===== src/rtl/cpu_nic_pkg.sv =====
// -----------------------------------------------------------------------------
// cpu_nic_pkg
//   Shared constants for the core-to-mesh network interface.
//   - NIC_DW       : default packet / register width
//   - NIC_*        : memory-mapped register addresses seen by the core
// -----------------------------------------------------------------------------
package cpu_nic_pkg;

  localparam int NIC_DW = 64;

  localparam logic [1:0] NIC_IN_BUF   = 2'b00;
  localparam logic [1:0] NIC_IN_STAT  = 2'b01;
  localparam logic [1:0] NIC_OUT_BUF  = 2'b10;
  localparam logic [1:0] NIC_OUT_STAT = 2'b11;

endpackage


===== src/rtl/nic_fifo.sv =====
// -----------------------------------------------------------------------------
// nic_fifo
//   Synchronous circular FIFO used for both NIC directions.
//   Head word is presented combinationally on rdata; a push is only visible
//   at the head on the cycle after it is written (no bypass path).
// Parameters
//   DW     packet width
//   DEPTH  number of entries, power of 2, >= 2
// Ports
//   clk    in   rising-edge clock
//   rst_n  in   asynchronous active-low reset (pointers and count only)
//   push   in   write wdata at the tail
//   pop    in   drop the head (ignored when empty)
//   wdata  in   [0:DW-1] data to write
//   rdata  out  [0:DW-1] current head
//   full   out  count == DEPTH
//   empty  out  count == 0
// -----------------------------------------------------------------------------
module nic_fifo #(
  parameter int DW    = 64,
  parameter int DEPTH = 4
) (
  input  logic          clk,
  input  logic          rst_n,
  input  logic          push,
  input  logic          pop,
  input  logic [0:DW-1] wdata,
  output logic [0:DW-1] rdata,
  output logic          full,
  output logic          empty
);

  localparam int AW = $clog2(DEPTH);
  localparam int CW = AW + 1;

  logic [AW-1:0] wptr_q, wptr_d;
  logic [AW-1:0] rptr_q, rptr_d;
  logic [CW-1:0] cnt_q,  cnt_d;
  logic [0:DW-1] mem_q [DEPTH];

  logic do_push;
  logic do_pop;

  assign empty = (cnt_q == '0);
  assign full  = (cnt_q == CW'(DEPTH));
  assign rdata = mem_q[rptr_q];

  // A pop in the same cycle frees a slot, so a push into a full FIFO is
  // still accepted when it coincides with a pop.
  assign do_pop  = pop & ~empty;
  assign do_push = push & (~full | do_pop);

  always_comb begin
    wptr_d = wptr_q;
    rptr_d = rptr_q;
    cnt_d  = cnt_q;
    if (do_push) wptr_d = wptr_q + AW'(1);
    if (do_pop)  rptr_d = rptr_q + AW'(1);
    cnt_d = cnt_q + CW'(do_push) - CW'(do_pop);
  end

  always_ff @(posedge clk or negedge rst_n) begin
    if (!rst_n) begin
      wptr_q <= '0;
      rptr_q <= '0;
      cnt_q  <= '0;
    end else begin
      wptr_q <= wptr_d;
      rptr_q <= rptr_d;
      cnt_q  <= cnt_d;
    end
  end

  // Storage carries no reset; emptiness is tracked by the count alone.
  always_ff @(posedge clk) begin
    if (do_push) mem_q[wptr_q] <= wdata;
  end

endmodule


===== src/rtl/cpu_nic.sv =====
// -----------------------------------------------------------------------------
// cpu_nic
//   Network interface between the core's data-memory port and a mesh router
//   port. The core accesses four 64-bit registers; outbound packets queue in
//   one FIFO and leave under the router's send/ready/polarity handshake,
//   inbound packets queue in another until the core pops them.
//
//   Optional feature: define CPU_NIC_STATS_EN to add 32-bit wrapping
//   received/sent packet counters, visible in IN_STAT[0:31] / OUT_STAT[0:31].
//
// Parameters
//   DEPTH  entries per direction FIFO (power of 2, >= 2)
//   DW     packet width; bit 0 is the MSB and carries the VC bit
// Ports
//   clk           in   rising-edge clock
//   reset         in   asynchronous active-low reset
//   addr          in   [0:1] 00 IN_BUF, 01 IN_STAT, 10 OUT_BUF, 11 OUT_STAT
//   d_in          in   core write data
//   d_out         out  core read data, registered, 1-cycle latency
//   nicEn         in   access strobe
//   nicWrEn       in   1 = write, 0 = read
//   net_so        out  send strobe to router, registered
//   net_ro        in   router ready to accept
//   net_do        out  packet to router, registered
//   net_polarity  in   router VC phase
//   net_si        in   router send strobe into the NIC
//   net_ri        out  NIC ready (input FIFO not full)
//   net_di        in   packet from router
// -----------------------------------------------------------------------------
module cpu_nic
  import cpu_nic_pkg::*;
#(
  parameter int DEPTH = 4,
  parameter int DW    = NIC_DW
) (
  input  logic          clk,
  input  logic          reset,
  input  logic [0:1]    addr,
  input  logic [0:DW-1] d_in,
  output logic [0:DW-1] d_out,
  input  logic          nicEn,
  input  logic          nicWrEn,
  output logic          net_so,
  input  logic          net_ro,
  output logic [0:DW-1] net_do,
  input  logic          net_polarity,
  input  logic          net_si,
  output logic          net_ri,
  input  logic [0:DW-1] net_di
);

  logic          rd_en;
  logic          wr_en;
  logic          in_pop;
  logic          out_push;
  logic          send;

  logic [0:DW-1] in_head;
  logic [0:DW-1] out_head;
  logic          in_full,  in_empty;
  logic          out_full, out_empty;

  logic [0:DW-1] in_stat;
  logic [0:DW-1] out_stat;

  logic [0:DW-1] d_out_q,  d_out_d;
  logic          net_so_q, net_so_d;
  logic [0:DW-1] net_do_q, net_do_d;

  assign rd_en    = nicEn & ~nicWrEn;
  assign wr_en    = nicEn &  nicWrEn;
  assign in_pop   = rd_en & (addr == NIC_IN_BUF) & ~in_empty;
  assign out_push = wr_en & (addr == NIC_OUT_BUF);

  // A packet leaves only when its VC bit matches the router's current phase.
  assign send     = ~out_empty & net_ro & (out_head[0] == net_polarity);

  assign net_ri   = ~in_full;

  nic_fifo #(
    .DW    (DW),
    .DEPTH (DEPTH)
  ) u_in_fifo (
    .clk   (clk),
    .rst_n (reset),
    .push  (net_si),
    .pop   (in_pop),
    .wdata (net_di),
    .rdata (in_head),
    .full  (in_full),
    .empty (in_empty)
  );

  nic_fifo #(
    .DW    (DW),
    .DEPTH (DEPTH)
  ) u_out_fifo (
    .clk   (clk),
    .rst_n (reset),
    .push  (out_push),
    .pop   (send),
    .wdata (d_in),
    .rdata (out_head),
    .full  (out_full),
    .empty (out_empty)
  );

`ifdef CPU_NIC_STATS_EN
  logic [31:0] rx_cnt_q, rx_cnt_d;
  logic [31:0] tx_cnt_q, tx_cnt_d;
  logic        rx_acc;

  // Mirrors the input FIFO's accept rule so a dropped packet is not counted.
  assign rx_acc = net_si & (~in_full | in_pop);

  always_comb begin
    rx_cnt_d = rx_cnt_q + 32'(rx_acc);
    tx_cnt_d = tx_cnt_q + 32'(send);
  end

  always_ff @(posedge clk or negedge reset) begin
    if (!reset) begin
      rx_cnt_q <= '0;
      tx_cnt_q <= '0;
    end else begin
      rx_cnt_q <= rx_cnt_d;
      tx_cnt_q <= tx_cnt_d;
    end
  end

  assign in_stat  = {rx_cnt_q, {(DW-33){1'b0}}, ~in_empty};
  assign out_stat = {tx_cnt_q, {(DW-33){1'b0}}, out_full};
`else
  assign in_stat  = {{(DW-1){1'b0}}, ~in_empty};
  assign out_stat = {{(DW-1){1'b0}}, out_full};
`endif

  // Read data mux; d_out holds between reads.
  always_comb begin
    d_out_d = d_out_q;
    if (rd_en) begin
      case (addr)
        NIC_IN_BUF:   d_out_d = in_empty ? '0 : in_head;
        NIC_IN_STAT:  d_out_d = in_stat;
        NIC_OUT_BUF:  d_out_d = '0;
        NIC_OUT_STAT: d_out_d = out_stat;
        default:      d_out_d = '0;
      endcase
    end
  end

  // net_do keeps the last packet sent while net_so is low.
  always_comb begin
    net_so_d = send;
    net_do_d = send ? out_head : net_do_q;
  end

  always_ff @(posedge clk or negedge reset) begin
    if (!reset) begin
      d_out_q  <= '0;
      net_so_q <= 1'b0;
      net_do_q <= '0;
    end else begin
      d_out_q  <= d_out_d;
      net_so_q <= net_so_d;
      net_do_q <= net_do_d;
    end
  end

  assign d_out  = d_out_q;
  assign net_so = net_so_q;
  assign net_do = net_do_q;

endmodule


===== config.mk =====
export PLATFORM = sky130hd
export DESIGN_NAME = cpu_nic
export DESIGN_NICKNAME = d
export VERILOG_FILES = /design/src/rtl/cpu_nic_pkg.sv /design/src/rtl/nic_fifo.sv /design/src/rtl/cpu_nic.sv
export SDC_FILE = /design/constraint.sdc
export NUM_CORES = 1
export LEC_CHECK = 0
export CAP_MARGIN = 20
export CORE_MARGIN = 1
export CORE_UTILIZATION = 60
export CTS_CLUSTER_DIAMETER = 30
export CTS_CLUSTER_SIZE = 14
export DETAILED_ROUTE_END_ITERATION = 16
export GPL_ROUTABILITY_DRIVEN = 1
export PLACE_DENSITY = 0.92
export REMOVE_ABC_BUFFERS = 1
export SYNTH_ARGS = -nofsm -noshare
export SYNTH_HDL_FRONTEND = slang
export SYNTH_SLANG_ARGS = --single-unit

===== constraint.sdc =====
create_clock -name clk -period 6.5 [get_ports clk]
set_clock_uncertainty 0.05 [all_clocks]
set_input_delay 1.625 -clock clk [delete_from_list [all_inputs] [get_ports clk]]
set_output_delay 1.625 -clock clk [all_outputs]
set_load 0.01 [all_outputs]

# == Word-level counts from Yosys, hierarchy flattened ==
# Memories as Yosys holds them, arrays and structs flattened.
# Cells that the tools add are included.
# totals
ff_bits,143
ramBits,512
inputBits,137
output_inout_bits,130
elab_cells,52
memories,2
# mem_list
name,depth,word_bits,rd,rd_clocked_by_memory_dff,wr,line_no,source
u_in_fifo.mem_q,4,64,1,0,1,nic_fifo.sv:39,logic [0:DW-1] mem_q [DEPTH];
u_out_fifo.mem_q,4,64,1,0,1,nic_fifo.sv:39,
# classes
n_addsub,8
eq_ne,6
muxes,6
bitwise_logic,18
n_reduce_logical,3
# op_table
operator,n
$pmux 64 s4,1
$mux 64,1
$and 1x1->1,11
$add 2x1->2 const B,4
$add 3x1->3,2
$eq 3x3->1 const B,2
$logic_not 3->1,2
$sub 3x1->3,2
$not 1->1,5
$eq 2x2->1 const B,2
$mux 1,4
$eq 2x1->1 const B,1
$logic_not 2->1,1
$or 1x1->1,2
$eq 1x1->1,1

# == Depth between registers and ports, before layout ==
# logic_depth
word_depth,9
ltp_mapped,10

# == Cells and area by module ==
# From an unflattened synthesis, not the netlist that was laid out.
# hier_totals
cells_unflattened,1024
area_unflattened_um2,24083.1
# by_module_without_submodules
module,n_inst,cells_each,area_per_inst_um2,seq_area_each_um2
nic_fifo,2,369,9670.5,7862.5
cpu_nic,1,286,4742.0,3228.1

# == Worst setup path after synthesis ==
# Ideal clock, no wire load.
# synth_timing
path_type,input -> register
from,in nicWrEn
to,"mem u_in_fifo.mem_q[0][0] in the netlist's numbering, enable pin"
setup_ps,429
arrival_time_ps,3712
t_required_ps,6021
slack_ps,2309
stages,4
cell_sequence,nand2b_1 nor3_1 o21a_1 and2_1
# synth_via
elab_chain_cells,9
# synth_lines
item,line_no,source
"start, declared",cpu_nic.sv:42,"input logic nicWrEn,"
$not 1->1,cpu_nic.sv:70,assign rd_en = nicEn & ~nicWrEn;
$and 1x1->1,cpu_nic.sv:70,
$and 1x1->1 (2 in a row),cpu_nic.sv:72,assign in_pop = rd_en & (addr == NIC_IN_BUF) & ~in_empty;
$and 1x1->1,nic_fifo.sv:50,assign do_pop = pop & ~empty;
$or 1x1->1,nic_fifo.sv:51,assign do_push = push & (~full | do_pop);
$and 1x1->1,nic_fifo.sv:51,
net u_in_fifo.do_push,nic_fifo.sv:41,logic do_push;
$mux 1,nic_fifo.sv:76,if (do_push) mem_q[wptr_q] <= wdata;
$mux 1 (implied by the code),nic_fifo.sv:76,
"end, declared",nic_fifo.sv:39,
# The timed path passes the listed nets, and every way through them passes these cells.

# == Final worst setup path ==
# layout_timing
from,in nicWrEn
to,"mem u_in_fifo.mem_q[2][59] in the netlist's numbering, enable pin"
# Same word-level chain as after synthesis.

==> results.md <==
- The flow ran to the end, and the final reports show no timing, DRC or antenna violations.
- The distinct cell type count after synthesis is 32.
- The master cell of the clock root buffer is clkbuf_16.
- The initial utilization of the core area, before any placement, comes to 0.615.
- Measured against its own limit, the worst slew margin works out to 0.313.
- Clock latency on the worst-skew pair, taken at its later pin, is 0.64 ns.
- The synthesized instance count is between 1000 and 1500.
- For this run the aggregate overflow at the end of global routing stands at 0.
- The number of max-slew violations in the final report is 0.
- The share of synthesized area in the top cell type comes to 0.641.
- The clock-pin slew reported for the worst setup and hold paths after clock tree synthesis is 0.05 ns.
- The share of the cycle needed by the critical path after routing is 0.569.
- The finished layout holds 1982 standard cells, fillers aside.
- The total power after layout is approximately 15 mW.
- The final layout contains routed wiring with a total length of between 50 and 60 mm.
- The share of total power dissipated in the clock network is 0.397.
- The die span in x is around 200 µm.
- Across all register-to-register paths, the minimum setup slack is around 3.1 ns.
- The leakage power total is 11.1 nW.
- After synthesis the cells add up to about 24000 µm².
- The startpoint identified for the worst register-to-register timing path is u_out_fifo.rptr_q[0].
- Hold timing on the final database bottoms out at a slack of roughly 0.46 ns.
- The number of placed instances with taps included is between 1500 and 2000.
- The number of cells on the worst reg-to-reg path is 4.
- Each instance of the synthesized netlist takes up on average approximately 23 µm².
- The pre-antenna-repair detailed-routing pass consisted of 5 iterations.
- The post-layout net count is around 1500.
- For this run, the leading register cell type out of synthesis is edfxtp_1.
- The internal portion of the total power is roughly 11 mW.
- The core region is ~39000 µm².
- In this run the worst setup path terminates at u_in_fifo.mem_q[2][59].
- The sum of net half-perimeters after detailed placement is 28.1 mm.
- For this design the total switching power over the nets is about 4 mW.
- Setup violations remaining at the end of the flow were counted as 0.
- The transition time at the pin with the least slew margin is 1.03 ns.
- The count of routing violations after the opening detailed-route iteration is about 1300.
- The worst setup path is captured at a flop.
- The critical path startpoint is nicWrEn.
- Along the worst path, the maximum fanout reaches 64.
- The clock sink count is roughly 660.
- TritonCTS created between 100 and 150 clock buffers.
- At the worst endpoint, the required time is 6.69 ns.
- The wire length of the first global-routing pass is 87.6 mm.
- The number of synthesized register bits is about 660.
- The portion of the post-synthesis area used by sequential elements is 0.790.
- In the final layout, the share of cells above drive strength 1 is 0.281.
- The die covers just over 40000 µm².
- The number of setup buffers added after CTS is 0.
- The area growth from synthesis to layout is 29.4%.
- The path type of the worst min-delay path is reg -> reg.
- The number of rows created at floorplan is a little over 70.
- The number of warnings issued by yosys is 0.
- The data arrival time of the critical path is ~3.9 ns.
- The share of total power dissipated in sequential elements is 0.385.
- The worst path needs 3.70 ns of the cycle, external delays included.
- The timing-limited maximum frequency is between 200 and 300 MHz.
- The number of enable flip-flop cells after synthesis is between 500 and 600.
- TritonCTS built the clock tree.
- The fraction of power spent switching nets is 0.271.
- After synthesis, the share of flip-flops with an asynchronous set or reset is 0.218.
- The via count normalized by instance count is ~6.2.
- Setup repair after global routing left no endpoint under its margin.
- The tool flagged a number of max-cap violations equal to 0.
- After detailed routing, the number of remaining DRC violations is 0.
- Entering global routing, the biggest net connects 66 pins.
- Gates resized during post-CTS repair numbered 0.
- The maximum number of buffers from clock root to sink is 3.
- The share of total power dissipated in combinational logic is 0.218.
- In this run the critical register-to-register path is captured at u_out_fifo.mem_q[3][36].
- The core utilization of the finished layout is 0.796.
- The average wire per cell in the routed design is ~30 µm.
- In this run the number of H-tree levels came out at 3.
- Input and output buffers added on the ports amount to around 270.
- Dividing total power by cell area gives a power density of between 400 and 500 nW/µm².
- Adding up every negative setup slack in the final design gives 0 ns.
- The maximum vdd drop is approximately 0.00036 V.
- The remaining number of nets flagged by the antenna check after routing is 0.
- The final weighted congestion in routability-driven placement is approximately 0.74.
- The via count of the first global-routing pass was approximately 13000.
- Yosys attributes the largest share of cell area to edfxtp_1, dfrtp_1, mux4_2, a22o_1, mux2_4.
- The total via count after detailed routing is around 12000.
- The count of final hold-check violations is 0.
- The number of placed I/O pins is between 200 and 300.
- For this design, the CTS-stage hold fixing added 0 buffers.
- Measured along the y axis, the die boundary spans just over 200 µm.
- Summed over all instances, the cell type with the most area after synthesis is edfxtp_1.
- The initial antenna violation count was 10.
- The sort of element at the start of the critical path is an input pin.
- Across every metal layer, demand over resource in global routing totals 0.299.
- The kind of critical path is in -> reg.
[sequential cells by signal, summed over array words and instances, names as in the netlist]
signal,cells
d_out,64
net_do,64
net_so,1
u_in_fifo.cnt_q,3
u_in_fifo.mem_q,256
u_in_fifo.rptr_q,2
u_in_fifo.wptr_q,2
u_out_fifo.cnt_q,3
u_out_fifo.mem_q,256
u_out_fifo.rptr_q,2
u_out_fifo.wptr_q,2
[final cells by class]
cell class	instances	area, µm²
Antenna cell	6	15.0
Clock inverter	78	1020
Timing Repair Buffer	275	2730
Tap cell	518	648
Fill cell	1724	7960
Sequential cell	655	19000
Clock buffer	125	2830
Inverter	11	41.3
Multi-Input combinational cell	314	4800
[metrics by stage]
stage	instance area, µm²	setup WS [ns]
global route	31000	2.70
detailed placement	27200	2.22
finish	31000	2.80
CTS	31000	2.84
floorplan	23800	-2.85
global placement	27200	2.30
[worst min path at each step]
stage                                   start                   to  slack (ns)  cells past startpoint
after floorplan           u_out_fifo.cnt_q[1]  u_out_fifo.cnt_q[2]        0.47                      1
after global placement             net_do[63]           net_do[63]        0.44                      1
after detailed placement           net_do[15]           net_do[15]        0.44                      1
after CTS                           d_out[37]            d_out[37]        0.46                      1
after global routing                d_out[62]            d_out[62]        0.48                      1
final                                d_out[8]             d_out[8]        0.46                      1
[per-layer routing]
| layer | track usage | wire length [µm] |
|---|---|---|
| met5 | 0 | 41 |
| met4 | 0.0950 | 1550 |
| met3 | 0.0919 | 5810 |
| met2 | 0.504 | 30600 |
| met1 | 0.374 | 21100 |
[synthesized netlist by cell type, types with 2 or more instances]
master    count
ha_1         11
edfxtp_1    512
clkbuf_1     28
buf_2        14
dfrtp_1     143
nand2b_1      2
fa_1          2
mux2_4       30
buf_1         3
a21oi_1       2
xnor2_1      10
nor3_1        3
mux4_2      128
and2_1        9
buf_6         3
mux2_2       35
inv_1        11
nand2_1       5
a22o_1       63
nor2_1        3
[layout by cell type (no fill, tap or decap), types with 2 or more instances in the layout]
cell	instances
edfxtp_1	512
clkdlybuf4s50_1	265
dfrtp_1	139
mux4_2	128
clkbuf_16	109
a22o_1	63
mux2_2	35
mux2_4	30
clkinv_2	21
bufinv_16	19
clkbuf_1	12
clkinvlp_4	12
inv_1	11
ha_1	11
inv_6	11
xnor2_1	10
buf_4	9
and2_4	8
diode_2	6
clkinv_4	6
nand2_1	4
clkinv_8	4
clkbuf_8	4
nor2_1	3
nor3_1	3
inv_8	3
a21oi_1	2
fa_1	2
clkinv_1	2
dfrtp_4	2
dfrtp_2	2
[critical path: stages]
cell and delay (ns):
clkdlybuf4s50_1 0.44, nand2b_2 0.30, nor3_1 0.21, o21a_1 0.38
and2_4 0.86
[power by group through the flow]
stage / registers [mW] / logic [mW] / clock network, mW
after floorplan: 6.03 / 1.76 / 0
after global placement: 5.78 / 3.09 / 0
after detailed placement: 5.84 / 3.20 / 0
after CTS: 5.83 / 3.35 / 6.06
after global routing: 5.89 / 3.48 / 6.25
final: 5.83 / 3.31 / 6.01
[logic make-up (layout without fill, tap and decap cells)]
group,after synthesis,in the layout,share of synthesized area
buffers and inverters,60,489,0.0112
and+or+nand+nor,26,26,0.00600
DFF,655,655,0.790
xor gates and xnor gates,12,12,0.00470
other,0,6,0
adders and majority gates,13,13,0.00741
AOI/OAI and AO/OA,70,70,0.0250
muxes,193,193,0.155
(Power assumes the default switching activity.)
